### config.mk
export PLATFORM = sky130hd
export DESIGN_NAME = prio_arb_enc
export DESIGN_NICKNAME = d
export VERILOG_FILES = /design/src/rtl/prio_arb_pkg.sv /design/src/rtl/prio_arb_enc_find_first.sv /design/src/rtl/prio_arb_enc.sv
export SDC_FILE = /design/constraint.sdc
export NUM_CORES = 1
export LEC_CHECK = 0
export CAP_MARGIN = 10
export CORE_MARGIN = 2
export CORE_UTILIZATION = 40
export CTS_CLUSTER_SIZE = 24
export DETAILED_ROUTE_END_ITERATION = 10
export GPL_TIMING_DRIVEN = 0
export SYNTH_ARGS = -nofsm -noshare
export SYNTH_HDL_FRONTEND = slang
export SYNTH_SLANG_ARGS = --single-unit
### constraint.sdc
create_clock -name clk -period 7.9 [get_ports clk]
set_input_delay 1.58 -clock clk [delete_from_list [all_inputs] [get_ports clk]]
set_output_delay 1.58 -clock clk [all_outputs]
set_load 0.03 [all_outputs]
### src/rtl/prio_arb_pkg.sv
// Shared types, constants and width helper for the priority arbiter/encoder.
package prio_arb_pkg;

   typedef enum logic {
      IDLE  = 1'b0,
      GRANT = 1'b1
   } state_e;

   localparam logic MODE_FIXED = 1'b0;
   localparam logic MODE_RR    = 1'b1;

   // Ceiling log2 for elaboration-time widths. The operand is kept small
   // (N+1 <= 33), so the shift never reaches the int sign bit.
   function automatic int clog2(input int v);
      int r;
      r = 0;
      for (int i = 0; i < 31; i++) begin
         if ((1 << i) < v) r = i + 1;
      end
      return r;
   endfunction

endpackage

### src/rtl/prio_arb_enc_find_first.sv
// Wrap-around downward search: first set request bit at or below start s.
module prio_find_first
   import prio_arb_pkg::*;
#(
   parameter int N  = 3,
   parameter int PW = clog2(N)
) (
   input  logic [N-1:0]  req,
   input  logic [PW-1:0] s,
   output logic          found,
   output logic [PW-1:0] idx
);

   int            sj;
   logic [PW-1:0] j;

   // Scan s, s-1, ..., 0, N-1, ... and latch the first hit.
   always_comb begin
      found = 1'b0;
      idx   = '0;
      sj    = 0;
      j     = '0;
      for (int i = 0; i < N; i++) begin
         sj = int'(s) - i;
         if (sj < 0) sj = sj + N;
         j = PW'(sj);
         if (!found && req[j]) begin
            found = 1'b1;
            idx   = j;
         end
      end
   end

endmodule

### src/rtl/prio_arb_enc.sv
// Registered N-input priority encoder / arbiter with fixed and round-robin
// modes, one-hot grant, binary code (index+1) and hold-until-ack handshake.
module prio_arb_enc
   import prio_arb_pkg::*;
#(
   parameter  int N  = 3,
   localparam int CW = clog2(N + 1),
   localparam int PW = clog2(N)
) (
   input  logic          clk,
   input  logic          rst_n,
   input  logic [N-1:0]  req,
   input  logic          mode,
   input  logic          ack,
   output logic [N-1:0]  gnt,
   output logic [CW-1:0] code,
   output logic          gnt_vld
);

   localparam logic [PW-1:0] TOP = PW'(N - 1);

   state_e        state_q, state_d;
   logic [PW-1:0] p_q, p_d;
   logic [N-1:0]  gnt_q, gnt_d;
   logic [CW-1:0] code_q, code_d;
   logic          vld_q, vld_d;

   logic [CW-1:0] code_m1;
   logic [PW-1:0] w;
   logic [PW-1:0] p_adv;
   logic [PW-1:0] p_next;
   logic [PW-1:0] start;
   logic          hold;
   logic          arb;
   logic          found;
   logic [PW-1:0] idx;

   prio_find_first #(.N(N), .PW(PW)) u_find (
      .req   (req),
      .s     (start),
      .found (found),
      .idx   (idx)
   );

   // Release decision, pointer update and arbitration result.
   always_comb begin
      state_d = state_q;
      p_d     = p_q;
      gnt_d   = gnt_q;
      code_d  = code_q;
      vld_d   = vld_q;

      // Held winner index recovered from the registered code.
      code_m1 = code_q - CW'(1);
      w       = code_m1[PW-1:0];
      p_adv   = (w == '0) ? TOP : w - PW'(1);

      // Grant is kept only while unacked and its request is still up.
      hold = (state_q == GRANT) && !ack && |(gnt_q & req);
      arb  = !hold;

      // An ack (even alongside withdrawal) rotates the pointer in RR mode.
      p_next = ((state_q == GRANT) && ack && (mode == MODE_RR)) ? p_adv : p_q;
      start  = (mode == MODE_RR) ? p_next : TOP;

      if (arb) begin
         p_d = p_next;
         if (found) begin
            state_d = GRANT;
            gnt_d   = {{(N-1){1'b0}}, 1'b1} << idx;
            code_d  = CW'(idx) + CW'(1);
            vld_d   = 1'b1;
         end else begin
            state_d = IDLE;
            gnt_d   = '0;
            code_d  = '0;
            vld_d   = 1'b0;
         end
      end
   end

   // State, pointer and output registers with synchronous reset.
   always_ff @(posedge clk) begin
      if (!rst_n) begin
         state_q <= IDLE;
         p_q     <= TOP;
         gnt_q   <= '0;
         code_q  <= '0;
         vld_q   <= 1'b0;
      end else begin
         state_q <= state_d;
         p_q     <= p_d;
         gnt_q   <= gnt_d;
         code_q  <= code_d;
         vld_q   <= vld_d;
      end
   end

   assign gnt     = gnt_q;
   assign code    = code_q;
   assign gnt_vld = vld_q;

endmodule

==> summary.md <==
| Metric | Value |
|---|---|
| Cell Chain, Critical Path | `clkdlybuf4s50_1 -> nand2_2 -> a31oi_4 -> ha_1 -> mux2_4 -> mux2_4 -> o32ai_1 -> a22oi_2 -> nor2b_1 -> ha_1 -> a211o_1 -> a21oi_1` |
| Filler cells | `181` |
| Count of final setup violators | `0` |
| Antenna-violating nets left | `0` |
| RSZ-0062 raised after global routing | `no` |
| Post-synthesis cell area | `around 760 sq um` |
| DR WL/cell | `12.9 um` |
| Post-Syn Instances | `82` |
| Post-synth EDFFs | `0` |
| Hold path depth | `2` |
| WL final | `1.56 mm` |
| Library cells used by synthesis | `42` |
| Syn_area_per_cell | `9.23 sq um` |
| Postcts setup bufs | `0` |
| Post-CTS Hold Fix Bufs | `0` |
| Die width | `between 40 and 50 um` |
| Fin crit share | `0.564` |
| Bufs on Longest Clock Path | `2` |
| Antenna violations before repair | `0` |
| Final Util | `0.528` |
| Max Clk Rate | `225 MHz` |
| Initial Util | `0.434` |
| Top cells by area, synth | `dfxtp_1 (21%), ha_1 (9.9%), nand2b_1 (4.1%)` |
| Area Growth Syn to Fin | `21.7%` |
| CP peak stage delay | `between 0.5 and 0.6 ns` |
| CTS H-tree lvls | `1` |
| Pleak | `0.382 nW` |
| Via density | `5.40` |
| Type of origin of the critical path | `input pin` |
| Top FF cell, synth | `dfxtp_1` |
| Pwr Density | `150 nW/um^2` |
| Register-to-register setup slack | `~4.7 ns` |
| Slew Limit Fails | `0` |
| Slew HR | `0.725` |
| Critical Path Fanout Max | `6` |
| Worst EP arrival | `4.64 ns` |
| # port buffers | `11` |
| Peak VDD IR | `90.9 uV` |
| HP Class | `register to register` |
| DR vias | `653` |
| RR Startpoint | `code[0]` |
| Worst hold slack | `about 0.48 ns` |
| Cts repair resizes | `0` |
| GR Overflow Total | `0` |
| Total power | `approximately 140 uW` |
| TritonCTS Buffers | `3` |
| # diodes | `0` |
| Req. time, crit path | `8.09 ns` |
| Dpl hpwl | `1.20 mm` |
| Crit-path slowest cell | `clkdlybuf4s50_1` |
| Row count | `15` |
| Most frequent cell after synthesis | `dfxtp_1` |
| Syn. warnings | `0` |
| Worst Tran Pin Value | `0.413 ns` |
| Setup_tns | `0 ns` |
| Max-Cap Viols | `0` |
| Hold Vio Cnt, Final | `0` |
| DRT Pass-1 Iters | `5` |
| Post-synthesis sequential area ratio | `0.212` |
| Final nets | `between 100 and 150` |
| CP Capture Type | `register` |
| First DRT Iteration DRCs | `16` |
| Syn Nets | `95` |
| Min-Delay Startpoint | `code[1]` |
| Clock sink count | `8` |
| Fraction of layout cells with a size suffix above 1 | `0.188` |
| Worst R2R End | `code[1]` |
| Largest net degree at the start of global routing | `11` |
| Placeable core area | `1750 sq um` |
| Clock slew at reported path FFs | `0.05 ns` |
| CTS tree | `yes` |
| Die area | `between 2000 and 2500 sq um` |
| Async set-reset flop share out of synthesis | `0` |
| Seq cells post-synth | `8` |
| GRT Util Overall | `0.159` |
| I/O pins | `13` |
| Post-synth top cells | `dfxtp_1 (8), inv_1 (7), ha_1 (6)` |
| Status | `finished clean` |
| WS Path Type | `input pin to register` |
| Hold Crit Endpoint | `code[1]` |
| Root buffer selected by CTS | `clkbuf_4` |
| Post-synth top area share | `0.212` |
| Leading area contributor after synthesis | `dfxtp_1` |
| Reg2reg path depth | `12` |
| First-pass GRT wire length | `2.62 mm` |
| DRC Markers | `0` |
| Placer Congestion | `0.772` |
| Final Critical Period | `4.45 ns` |
| Clk Latency, worst-skew pair | `0.25 ns` |
| Final Skew | `0.00304 ns` |
| Die Y | `approximately 48 um` |
| Vias in the first global route | `593` |
[worst max path at each step]
stage / end / from / cells past startpoint
6_report: code[1] / ack / 12
5_1_grt: code[1] / ack / 12
4_1_cts: code[1] / mode / 12
3_5_place_dp: code[1] / mode / 12
3_3_place_gp: code[1] / mode / 12
2_1_floorplan: code[1] / ack / 11
[worst max-delay path, delay by kind of cell]
family	cells	cell delay [ns]
AO/OA/AOI/OAI	5	1.05
multiplexers	2	0.59
buffers and inverters	1	0.59
adder cells (fa/ha/maj)	2	0.52
AND/OR/NAND/NOR	2	0.30
[sequential cells by signal (all words and copies together), names as in the netlist]
signal	count
gnt	3
code	2
p_q	2
gnt_vld	1
[stage by stage]
stage,worst slack (ns),cells,cell area (sq um)
2_1_floorplan,4.01,82,757
3_3_place_gp,3.22,118,898
3_5_place_dp,3.20,118,898
4_1_cts,3.46,121,921
5_1_grt,3.25,121,921
6_report,3.45,121,921
[report_power, final]
group          switching, mW  total, mW  internal (mW)
clock                 0.0146     0.0320         0.0174
sequential           0.00373     0.0481         0.0443
combinational         0.0322     0.0580         0.0258
[layer usage]
metal  vias up  global-route usage  part of all wire
li1        330                   -                 -
met1       309               0.226              0.52
met2        12               0.251              0.45
met3         2              0.0151             0.026
met4         0              0.0500            0.0077
met5         -                   0                 0
[final cells by class]
cell class | count | area, sq um | share of cell area
Tap cell | 25 | 31.3 | 0.0340
Sequential cell | 8 | 160 | 0.174
Clock buffer | 3 | 22.5 | 0.0245
Timing Repair Buffer | 11 | 110 | 0.120
Multi-Input combinational cell | 64 | 559 | 0.607
Buffer | 2 | 7.51 | 0.00815
Inverter | 8 | 30.0 | 0.0326
[cells in the final DEF (no fill, tap or decap), types with 2 or more instances in the layout]
cell,count
o21a_1,4
mux2_4,2
a21oi_1,5
nand2_1,5
o211ai_1,2
nand3_1,2
clkdlybuf4s50_1,11
dfxtp_1,8
and2_1,4
o21ai_1,2
nand2b_1,5
clkbuf_4,3
ha_1,6
inv_1,7
[cell families (layout without fill, tap and decap cells)]
| kind of cell | Yosys count | after routing | synth area share |
|---|---|---|---|
| compound gates | 30 | 30 | 0.385 |
| xor+xnor | 1 | 1 | 0.0116 |
| fa+ha+maj | 6 | 6 | 0.0992 |
| buf+inv | 10 | 24 | 0.0496 |
| flops | 8 | 8 | 0.212 |
| mux | 3 | 3 | 0.0529 |
| simple gates | 24 | 24 | 0.190 |
Note: power is estimated with default switching activity, not from simulation.
